<file path="src/rtl/imm_ext_pipe.sv">
// Two-stage valid/ready immediate extractor/extender with illegal-select counting.
// Optional PC-relative target adder enabled by defining IMM_PC_ADD_EN.
module imm_ext_pipe #(
  parameter int XLEN  = 32,
  parameter int CNT_W = 16
) (
  input  logic             clk,
  input  logic             rst_n,
  input  logic             Flush,
  input  logic             InValid,
  output logic             InReady,
  input  logic [24:0]      ImmIn,
  input  logic [2:0]       ImmSrc,
`ifdef IMM_PC_ADD_EN
  input  logic [XLEN-1:0]  PcIn,
  output logic [XLEN-1:0]  TargetOut,
`endif
  output logic             OutValid,
  input  logic             OutReady,
  output logic [XLEN-1:0]  ImmExt,
  output logic             Illegal,
  output logic [CNT_W-1:0] IllegalCnt
);

  logic              r_s1_valid;
  logic [24:0]       r_s1_imm;
  logic [2:0]        r_s1_src;
  logic              r_s2_valid;
  logic [XLEN-1:0]   r_s2_imm;
  logic              r_s2_ill;
  logic [CNT_W-1:0]  r_cnt;
`ifdef IMM_PC_ADD_EN
  logic [XLEN-1:0]   r_s1_pc;
  logic [XLEN-1:0]   r_s2_tgt;
`endif

  logic              w_s2_load;
  logic              w_in_acc;
  logic              w_sign;
  logic [XLEN-1:0]   w_ext;
  logic              w_ill;

  assign w_s2_load = !r_s2_valid || OutReady;
  assign InReady   = rst_n && !Flush && (!r_s1_valid || w_s2_load);
  assign w_in_acc  = InValid && InReady;
  assign w_sign    = r_s1_imm[24];

  assign OutValid   = r_s2_valid;
  assign ImmExt     = r_s2_imm;
  assign Illegal    = r_s2_ill;
  assign IllegalCnt = r_cnt;
`ifdef IMM_PC_ADD_EN
  assign TargetOut  = r_s2_tgt;
`endif

  // Format decode and sign/zero extension of the S1 immediate.
  always_comb begin
    w_ext = {XLEN{1'b0}};
    w_ill = 1'b0;
    case (r_s1_src)
      3'b000: w_ext = {{(XLEN-12){w_sign}}, r_s1_imm[24:13]};
      3'b001: w_ext = {{(XLEN-12){w_sign}}, r_s1_imm[24:18], r_s1_imm[4:0]};
      3'b101: w_ext = {{(XLEN-13){w_sign}}, r_s1_imm[24], r_s1_imm[0],
                       r_s1_imm[23:18], r_s1_imm[4:1], 1'b0};
      3'b010: w_ext = XLEN'($signed({r_s1_imm[24:5], 12'h000}));
      3'b110: w_ext = {{(XLEN-21){w_sign}}, r_s1_imm[24], r_s1_imm[12:5],
                       r_s1_imm[13], r_s1_imm[23:14], 1'b0};
      3'b011: w_ext = {{(XLEN-5){1'b0}}, r_s1_imm[12:8]};
      3'b100: begin
        // Shift amount is one bit wider on RV64.
        if (XLEN == 64) begin
          w_ext = {{(XLEN-6){1'b0}}, r_s1_imm[18:13]};
        end else begin
          w_ext = {{(XLEN-5){1'b0}}, r_s1_imm[17:13]};
        end
      end
      3'b111: w_ill = 1'b1;
      default: begin
        w_ext = {XLEN{1'b0}};
        w_ill = 1'b1;
      end
    endcase
  end

  // Stage 1: capture the raw instruction fields.
  always_ff @(posedge clk) begin
    if (!rst_n) begin
      r_s1_valid <= 1'b0;
      r_s1_imm   <= 25'd0;
      r_s1_src   <= 3'd0;
`ifdef IMM_PC_ADD_EN
      r_s1_pc    <= {XLEN{1'b0}};
`endif
    end else if (Flush) begin
      r_s1_valid <= 1'b0;
    end else if (w_in_acc) begin
      r_s1_valid <= 1'b1;
      r_s1_imm   <= ImmIn;
      r_s1_src   <= ImmSrc;
`ifdef IMM_PC_ADD_EN
      r_s1_pc    <= PcIn;
`endif
    end else if (w_s2_load) begin
      r_s1_valid <= 1'b0;
    end
  end

  // Stage 2: registered result plus saturating count of delivered illegal items.
  always_ff @(posedge clk) begin
    if (!rst_n) begin
      r_s2_valid <= 1'b0;
      r_s2_imm   <= {XLEN{1'b0}};
      r_s2_ill   <= 1'b0;
      r_cnt      <= {CNT_W{1'b0}};
`ifdef IMM_PC_ADD_EN
      r_s2_tgt   <= {XLEN{1'b0}};
`endif
    end else if (Flush) begin
      r_s2_valid <= 1'b0;
    end else begin
      if (r_s2_valid && OutReady && r_s2_ill && (r_cnt != {CNT_W{1'b1}})) begin
        r_cnt <= r_cnt + CNT_W'(1);
      end
      if (w_s2_load) begin
        r_s2_valid <= r_s1_valid;
        if (r_s1_valid) begin
          r_s2_imm <= w_ext;
          r_s2_ill <= w_ill;
`ifdef IMM_PC_ADD_EN
          r_s2_tgt <= w_ill ? {XLEN{1'b0}} : (r_s1_pc + w_ext);
`endif
        end
      end
    end
  end

endmodule

</file>
<file path="config.mk">
export PLATFORM = sky130hd
export DESIGN_NAME = imm_ext_pipe
export DESIGN_NICKNAME = d
export VERILOG_FILES = /design/src/rtl/imm_ext_pipe.sv
export SDC_FILE = /design/constraint.sdc
export NUM_CORES = 1
export LEC_CHECK = 0
export ABC_CLOCK_PERIOD_IN_PS = 4800
export BUFFER_PORTS_ARGS = -buffer_cell sky130_fd_sc_hd__buf_2
export CAP_MARGIN = 40
export CORE_ASPECT_RATIO = 1.4
export CORE_MARGIN = 5
export CORE_UTILIZATION = 32
export DETAILED_ROUTE_END_ITERATION = 12
export GPL_TIMING_DRIVEN = 0
export SLEW_MARGIN = 30
export SYNTH_ARGS = -nofsm -noshare
export SYNTH_HDL_FRONTEND = slang
export SYNTH_SLANG_ARGS = --single-unit
</file>
<file path="constraint.sdc">
create_clock -name clk -period 4.8 [get_ports clk]
set_input_delay 0.72 -clock clk [delete_from_list [all_inputs] [get_ports clk]]
set_output_delay 0.72 -clock clk [all_outputs]
set_load 0.005 [all_outputs]
</file>
==> reports/qor.yml, run 1 <==
pwr:
  power-per-cell-area_nw_per_um2: 335
  power.leakage_nw: 1.73
  pwr-share-clk_pct: 48.0
  peakVddDrop_v: 0.000151
  pwr-share-seq_pct: 46.8
  combPwrFrac_pct: 5.2
  power.internal_mw: 1.14
  switching_power_mw: 0.302
  switching_share_pct: 20.9
sta:
  grt_setup_unrepaired: "false"
  period_share_pct: 44.8
  finClkSkew_ps: 5.87
  tns_ps: 0
  slew_headroom_pct: 63.0
  drv_slew: 0
  setup_viol: 0
  max_freq_ghz: 0.465
  min_period_ps: 2150
  final_hold_viol_count: 0
  worstMarginPinSlew_ps: 551
clock_tree:
  clockRootBuffer: "clkbuf_16"
  numCtsBuffers: 9
  cts_resized: 0
  clk_path_buf_depth: 2
  clk_latency_ps: 330
  ctsHoldBuffers: 0
  cts_tree: "done"
  htree_levels: 3
  clk_pin_slew_ps: 50
  post_cts_buffers: 0
  clock_sinks: 79
synth:
  synthTopCellsByArea: "dfxtp_1 46%, nand2_1 10%, a21boi_0 8.4%"
  synth_top_area_share_pct: 46.3
  synth_warnings: 0
  synth.most_common_cell: "nand2_1"
  ys_seq_area_share_pct: 46.3
  synth_seq_cells: 79
  syn_inst: 409
  synth-async-reset-ratio_pct: 0
  synth-edff-count: 0
  syn-cell-area_um2: 3420
  synth_area_per_cell_um2: 8.35
  synthTopCellsByCount: "95 x nand2_1, 79 x dfxtp_1, 38 x a21boi_0, 32 x nor2_1, 19 x clkbuf_1"
  synth_nets: 443
  ys_types: 43
  yosys.area.top_type: "dfxtp_1"
  synth_ff_type: "dfxtp_1"
floorplan:
  dieArea_um2: 12900
  ios: 84
  start_util_pct: 32.8
  chipWidth_um: 97.3
  core-area_um2: 10400
  num_rows: 44
  fp.dieH_um: 132
cells_and_area:
  layout-drive-gt1-share_pct: 21.7
  final_area_um2: 4310
  multiInputGateArea_um2: 1710
  final.fill_count: 1074
  num_antenna_cells: 0
  layout.nets: 536
  syn_to_final_growth_pct: 26.2
  seq_area_um2: 1580
  final_util_pct: 41.4
grt:
  grt_pass1_vias: 2994
  grt.overflow.total: 0
  grt_pass1_wl_um: 14500
  antenna_found_initial: 0
  grt_usage_pct: 14.0
  grt_max_degree: 13
routing:
  dr.pass1.iters: 4
  drc: 0
  drt_first_iter_violations: 114
  antenna_left: 0
  vias: 3043
  wire_per_inst_um: 13.8
  finalWirelength_um: 8900
  viasPerCell: 4.72
placement:
  place_congestion: 0.827
  dp_hpwl_um: 7000
  dpl_cell_area_um2: 4000
  io_buffer_count: 82
critical_path:
  r2r_start: "OutValid"
  cp_data_required_time_ps: 4080
  cp-startpoint: "Flush"
  cp-start-kind: "primary input"
  end_kind: "primary output"
  worstPathArrival_ps: 1430
  path_class: "in -> out"
  critPathMaxFanout: 5
min_path:
  hp-start: "ImmExt[25]"
  worstHoldPathType: "reg -> reg"
status:
  status: "complete, no violations"
run:
  drv_cap: 0
-- layer usage --
layer / vias to the layer above / track usage (%) / part of all wire (%)
li1: 1573 / - / -
met1: 1404 / 15.9 / 43
met2: 57 / 24.6 / 51
met3: 9 / 4.08 / 4.2
met4: 0 / 5.23 / 1.4
met5: - / 0 / 0
-- power groups by stage --
stage               Combinational (mW)  Sequential (mW)  Clock [mW]
floorplan                       0.0438            0.688           0
global placement                0.0748            0.691           0
detailed placement              0.0758            0.691           0
CTS                             0.0762            0.677       0.710
global route                    0.0846            0.678       0.741
finish                          0.0748            0.677       0.693
-- placed cells by master, fill, tap and decap left out, types with 2 or more instances in the layout --
master     synthesis  routed
nand2_1           95      95
buf_2              6      88
dfxtp_1           79      79
a21boi_0          38      38
nor2_1            32      32
clkbuf_1          19      20
a22oi_1           15      15
and2_1            14      14
a21oi_1           13      13
o21ai_0           13      13
a21o_1            11      11
clkbuf_16          0       9
xnor2_1            7       7
nor2b_1            6       6
nor3_1             6       6
nand3_1            6       6
nand4_1            6       6
xor2_1             6       6
mux2i_1            5       5
inv_1              3       3
clkbuf_8           0       3
nand2b_1           2       2
and3_1             2       2
or4_1              2       2
nor4b_1            2       2
a21boi_1           2       2
clkinv_2           0       2
-- area by class of cell --
| cell class | count | area share (%) |
|---|---|---|
| Tap cell | 138 | 4.01 |
| Multi-Input combinational cell | 300 | 39.6 |
| Clock inverter | 3 | 0.929 |
| Buffer | 27 | 2.70 |
| Inverter | 3 | 0.261 |
| Sequential cell | 79 | 36.7 |
| Timing Repair Buffer | 82 | 9.52 |
| Clock buffer | 13 | 6.27 |
-- logic make-up after synthesis --
family	count (synthesis)	synth area share, %
fa+ha+maj	1	0.366
buf+inv	30	3.74
simple gates	184	25.4
compound gates	97	19.4
flops	79	46.3
mux	5	1.47
xor+xnor	13	3.33
-- flip-flops by register name, summed over array words and instances (netlist names) --
register	flops
ImmExt	32
OutValid	1
Illegal	1
IllegalCnt	16
r_s1_src	3
r_s1_imm	25
r_s1_valid	1
-- through the flow --
step / instances / hold slack (ps) / power [mW] / setup WS, ps
finish: 645 / 461 / 1.45 / 2650
global route: 645 / 490 / 1.50 / 2530
CTS: 645 / 467 / 1.46 / 2650
detailed placement: 629 / 460 / 0.767 / 2430
global placement: 629 / 446 / 0.765 / 2480
floorplan: 409 / 435 / 0.732 / 2780
-- worst paths after layout --
path / end / slack, ps / cells after the start
setup / recovery: InReady / 2650 / 4
hold / removal: ImmExt[25] / 460 / 2
setup reg to reg: r_s1_imm[16] / 2870 / 6
hold reg to reg: ImmExt[25] / 460 / 2
-- critical path, stage by stage --
cell      delay, ps
buf_2           120
nand2b_1        180
a21oi_1         240
buf_2           170
Power figures use the tool's default switching activity.
==> inputs of run 2 (changes only) <==
--- a/config.mk
+++ b/config.mk
@@ -5,7 +5,7 @@
 export SDC_FILE = /design/constraint.sdc
 export NUM_CORES = 1
 export LEC_CHECK = 0
-export ABC_CLOCK_PERIOD_IN_PS = 4800
+export ABC_CLOCK_PERIOD_IN_PS = 1800
 export BUFFER_PORTS_ARGS = -buffer_cell sky130_fd_sc_hd__buf_2
 export CAP_MARGIN = 40
 export CORE_ASPECT_RATIO = 1.4
==> constraint.sdc (replaced) <==
create_clock -name clk -period 1.8 [get_ports clk]
set_input_delay 0.27 -clock clk [delete_from_list [all_inputs] [get_ports clk]]
set_output_delay 0.27 -clock clk [all_outputs]
set_load 0.005 [all_outputs]
==> reports/qor.yml, run 2 (same netlist as run 1, synthesis figures left out) <==
floorplan:
  start_util_pct: 32.8  # unchanged
  fp.dieH_um: 132  # unchanged
  chipWidth_um: 97.3  # unchanged
  ios: 84  # unchanged
  core-area_um2: 10400  # unchanged
  dieArea_um2: 12900  # unchanged
  num_rows: 44  # unchanged
sta:
  setup_viol: 0  # unchanged
  slew_headroom_pct: 63.8  # +0.78 points
  max_freq_ghz: 0.576
  period_share_pct: 96.4
  drv_slew: 0  # unchanged
  finClkSkew_ps: 3.40  # -2.46 ps
  tns_ps: 0  # unchanged
  final_hold_viol_count: 0  # unchanged
  grt_setup_unrepaired: "true"
  hold_slack_ps: 182  # -279 ps
  setup_slack_ps: 64.2  # -2590 ps
  min_period_ps: 1740
  worstMarginPinSlew_ps: 539  # -11.7 ps
clock_tree:
  htree_levels: 3  # unchanged
  clock_sinks: 79  # unchanged
  clk_latency_ps: 330  # about the same
  clk_pin_slew_ps: 60  # about the same
  clk_path_buf_depth: 2  # unchanged
  cts_tree: "done"
  clockRootBuffer: "clkbuf_16"
  numCtsBuffers: 9  # unchanged
routing:
  antenna_left: 0  # unchanged
  viasPerCell: 4.76  # +0.88%
  finalWirelength_um: 9050  # +1.8%
  dr.pass1.iters: 4  # unchanged
  drc: 0  # unchanged
  drt_first_iter_violations: 112  # -1.8%
  vias: 3084  # +1.3%
  wire_per_inst_um: 14.0  # +1.3%
min_path:
  worstHoldPathType: "in -> reg"
grt:
  grt_pass1_wl_um: 14700  # +0.85%
  busiest_layer: "met2"
  grt_usage_pct: 14.1  # +0.12 points
  grt_pass1_vias: 3013  # +0.63%
  antenna_found_initial: 0  # unchanged
  grtUsageMet1_pct: 16.0  # +0.070 points
  grt_max_degree: 13  # unchanged
  grtUsageMet3_pct: 4.08  # unchanged
  grt.overflow.total: 0  # unchanged
  use_met2_pct: 24.9  # +0.35 points
critical_path:
  end_kind: "register"
  cp-start-kind: "register"
  critPathMaxFanout: 5  # unchanged
  path_class: "reg -> reg"
  cp_data_required_time_ps: 2060  # -2020 ps
  worstPathArrival_ps: 1990  # +560 ps
cells_and_area:
  syn_to_final_growth_pct: 29.6
  layout-drive-gt1-share_pct: 26.1  # +4.4 points
  final_common_cell: "nand2_1"
  final_util_pct: 42.5  # +1.1 points
  final.fill_count: 1056  # -1.7%
  largest_reg_flops: 32  # unchanged
  num_antenna_cells: 0  # unchanged
  final_cell_mix: "94 x nand2_1, 84 x buf_2, 75 x dfxtp_1"
  layout.nets: 539  # +0.56%
run:
  drv_cap: 0  # unchanged
status:
  status: "complete, no violations"
placement:
  dpl_worst_slack_ps: -116  # -2550 ps
  io_buffer_count: 82  # unchanged
  place_congestion: 0.827  # unchanged
  dp_hpwl_um: 7000  # unchanged
pwr:
  power-per-cell-area_nw_per_um2: 870  # +160%
  peakVddDrop_v: 0.000403  # +170%
  power.leakage_nw: 1.79  # +3.0%
==> run 2: cell count changes in the layout (fill, tap and decap cells not counted), sizes merged <==
cell / delta
clkbuf: +3
==> run 2: final timing paths <==
path / from / cells past startpoint / slack [ps] / end
max reg2reg: IllegalCnt[0] / 6 / 60 / IllegalCnt[13]
min reg2reg: ImmExt[25] / 2 / 460 / ImmExt[25]
max: IllegalCnt[0] / 6 / 60 / IllegalCnt[13]
min: ImmIn[7] / 3 / 180 / r_s1_imm[7]
==> run 2: stage by stage <==
stage | power (mW) | cell area (µm²) | std cells
2_1_floorplan | 1.95 | 3420 | 409
3_3_place_gp | 2.04 | 4000 | 629
3_5_place_dp | 2.05 | 4000 | 629
4_1_cts | 3.90 | 4340 | 646
5_1_grt | 4.01 | 4430 | 648
6_report | 3.85 | 4430 | 648
==> run 2: area by class of cell <==
| cell class | count | area [µm²] | share of cell area, % |
|---|---|---|---|
| flip-flops and latches | 79 | 1590 | 36.0 |
| inverters | 3 | 11.3 | 0.254 |
| clock inverters | 3 | 40.0 | 0.905 |
| clock buffers | 13 | 270 | 6.11 |
| repair buffers | 86 | 440 | 9.95 |
| plain buffers | 26 | 133 | 3.00 |
| well taps | 138 | 173 | 3.90 |
| multi-input cells | 300 | 1770 | 39.9 |
==> run 2: critical path, stage by stage, from the launching register on <==
cell     delay [ps]
dfxtp_4         360
ha_4            160
nand4_1         210
nor3_1           80
or3b_4          380
or4_1           390
o21ai_0          80
==> run 2: per-layer routing <==
layer / up-vias / wire length, µm / part of all wire (%)
met4: 0 / 153 / 1.7
met2: 62 / 4640 / 51
met1: 1431 / 3840 / 42
li1: 1581 / - / -
met5: - / 0 / 0
met3: 10 / 424 / 4.7
==> run 2: power by group <==
part / total [mW] / switching, mW / internal [mW]
Combinational: 0.205 / 0.116 / 0.0889
Clock: 1.84 / 0.659 / 1.18
Sequential: 1.80 / 0.0250 / 1.78
==> run 2: timing repair <==
item,4_1_cts,5_1_grt
hold buffers,0,0
pin swaps,2,2
setup endpoints to repair,38,62
resized for setup,9,23
buffers inserted,2,1
cloned,0,1
==> inputs of run 3 (changes only) <==
--- a/config.mk
+++ b/config.mk
@@ -9,7 +9,6 @@
 export BUFFER_PORTS_ARGS = -buffer_cell sky130_fd_sc_hd__buf_2
 export CAP_MARGIN = 40
 export CORE_ASPECT_RATIO = 1.4
-export CORE_MARGIN = 5
 export CORE_UTILIZATION = 32
 export DETAILED_ROUTE_END_ITERATION = 12
 export GPL_TIMING_DRIVEN = 0
==> reports/qor.yml, run 3 (same netlist as run 1, synthesis figures left out) <==
sta:
  grt_setup_unrepaired: "true"
  period_share_pct: 98.3  # +1.8 points
  worstMarginPinSlew_ps: 569  # +30.4 ps
  finClkSkew_ps: 8.21  # +4.81 ps
  max_freq_ghz: 0.565  # -1.9%
  hold_slack_ps: 182  # +0.141 ps
  final_hold_viol_count: 0  # unchanged
  min_period_ps: 1770  # +33.0 ps
  drv_slew: 0  # unchanged
  slew_headroom_pct: 61.8  # -2.0 points
  tns_ps: 0  # unchanged
  setup_viol: 0  # unchanged
grt:
  grt.overflow.total: 0  # unchanged
  grt_max_degree: 14  # +1
  grt_pass1_wl_um: 14400  # -2.1%
  grt_pass1_vias: 3038  # +0.83%
  antenna_found_initial: 0  # unchanged
  grt_usage_pct: 16.8  # +2.7 points
routing:
  wire_per_inst_um: 13.8  # -1.4%
  drt_first_iter_violations: 117  # +4.5%
  vias: 3132  # +1.6%
  viasPerCell: 4.80  # +0.93%
  antenna_left: 0  # unchanged
  dr.pass1.iters: 5  # +1
  drc: 0  # unchanged
  finalWirelength_um: 8980  # -0.77%
cells_and_area:
  final_area_um2: 4450  # +0.51%
  seq_area_um2: 1590  # -0.16%
  final.fill_count: 1056  # unchanged
  syn_to_final_growth_pct: 30.2
  layout-drive-gt1-share_pct: 27.0  # +0.96 points
  multiInputGateArea_um2: 1760  # -0.57%
  largest_reg_flops: 32  # unchanged
  final_common_cell: "nand2_1"
  layout.nets: 543  # +0.74%
  final_cell_mix: "94 x nand2_1, 85 x buf_2, 75 x dfxtp_1"
  num_antenna_cells: 0  # unchanged
pwr:
  power.leakage_nw: 1.81  # +1.3%
  peakVddDrop_v: 0.000402  # -0.48%
  power-per-cell-area_nw_per_um2: 882  # +1.4%
clock_tree:
  clockRootBuffer: "clkbuf_16"
  clock_sinks: 79  # unchanged
  clk_pin_slew_ps: 60  # about the same
  clk_latency_ps: 330  # about the same
  numCtsBuffers: 9  # unchanged
  cts_tree: "done"
  htree_levels: 3  # unchanged
  clk_path_buf_depth: 2  # unchanged
critical_path:
  r2r_start: "IllegalCnt[0]"
  path_class: "reg -> reg"
  cp-startpoint: "IllegalCnt[0]"
  end_kind: "register"
  cp_data_required_time_ps: 2070  # about the same
  crit_family: "simple AND/OR/NAND/NOR gates"
  crit_chain: "ha_4, nand4_1, nor3_1, or3b_4, or4_1, o21ai_1"
  critPathSlowestCell: "or4_1"
  path_buf_inv: 0  # unchanged
  critPathMaxStageDelay_ps: 400  # about the same
  cp-start-kind: "register"
  worstPathArrival_ps: 2030  # +40 ps
  critPathMaxFanout: 4  # -1
placement:
  dpl_cell_area_um2: 4000  # unchanged
  io_buffer_count: 82  # unchanged
  place_congestion: 0.775  # -6.3%
  dp_hpwl_um: 6680  # -4.6%
floorplan:
  fp.dieH_um: 124  # -6.0%
  ios: 84  # unchanged
  dieArea_um2: 11100  # -14%
  core-area_um2: 10400  # unchanged
  chipWidth_um: 89.3  # -8.2%
  start_util_pct: 32.8  # unchanged
  num_rows: 44  # unchanged
min_path:
  hp-start: "ImmIn[7]"
  worstHoldPathType: "in -> reg"
status:
  status: "complete, no violations"
run:
  drv_cap: 0  # unchanged
[run 3: cell types whose count changed in the layout (fill, tap and decap cells not counted), sizes merged]
cell      previous run  this run
clkbuf              35        31
buf                 90        95
clkinvlp             0         2
bufinv               1         2
[run 3: tightest hold or removal path: stages]
cell and delay (ps):
buf_2 90, nand2_1 40, a21boi_1 50
[run 3: path summary, 6_finish.rpt]
kind | depth (start not counted) | slack (ps) | end
setup / recovery | 6 | 30 | IllegalCnt[13]
hold / removal | 3 | 180 | r_s1_imm[7]
hold reg to reg | 2 | 460 | ImmExt[27]
setup reg to reg | 6 | 30 | IllegalCnt[13]
[run 3: layout make-up]
type / instances / share of cell area, %
Multi-Input combinational cell: 300 / 39.5
Inverter: 3 / 0.253
Clock inverter: 6 / 1.91
Clock buffer: 10 / 5.15
Sequential cell: 79 / 35.7
Buffer: 26 / 3.07
Timing Repair Buffer: 90 / 10.5
Tap cell: 138 / 3.88
[run 3: layer usage]
| layer | up-vias | wire [µm] | GRT usage, % |
|---|---|---|---|
| met5 | - | 0 | 0 |
| met1 | 1461 | 3840 | 19.4 |
| met3 | 14 | 327 | 2.73 |
| met4 | 0 | 174 | 7.66 |
| met2 | 67 | 4640 | 29.4 |
| li1 | 1590 | - | - |
[run 3: report_power, final]
group | switching, mW | total, mW | internal, mW
Sequential | 0.0247 | 1.80 | 1.78
Combinational | 0.119 | 0.207 | 0.0887
Clock | 0.703 | 1.91 | 1.21
Total | 0.846 | 3.92 | 3.08
[run 3: stage by stage]
step	worst slack (ps)	std cells	total power, mW	utilization [%]
floorplan	123	409	1.95	-
detailed placement	-137	629	2.05	38.4
CTS	0.420	650	3.96	42.2
global placement	-96.0	629	2.04	38.4
global route	-22.7	652	4.07	42.7
finish	31.2	652	3.92	42.7
[run 3: repair_timing]
action	4_1_cts	5_1_grt
pin swaps	3	2
gates resized for setup	14	23
setup buffers	5	2
gates cloned	1	0
setup endpoints to repair	39	41
hold buffers	0	0
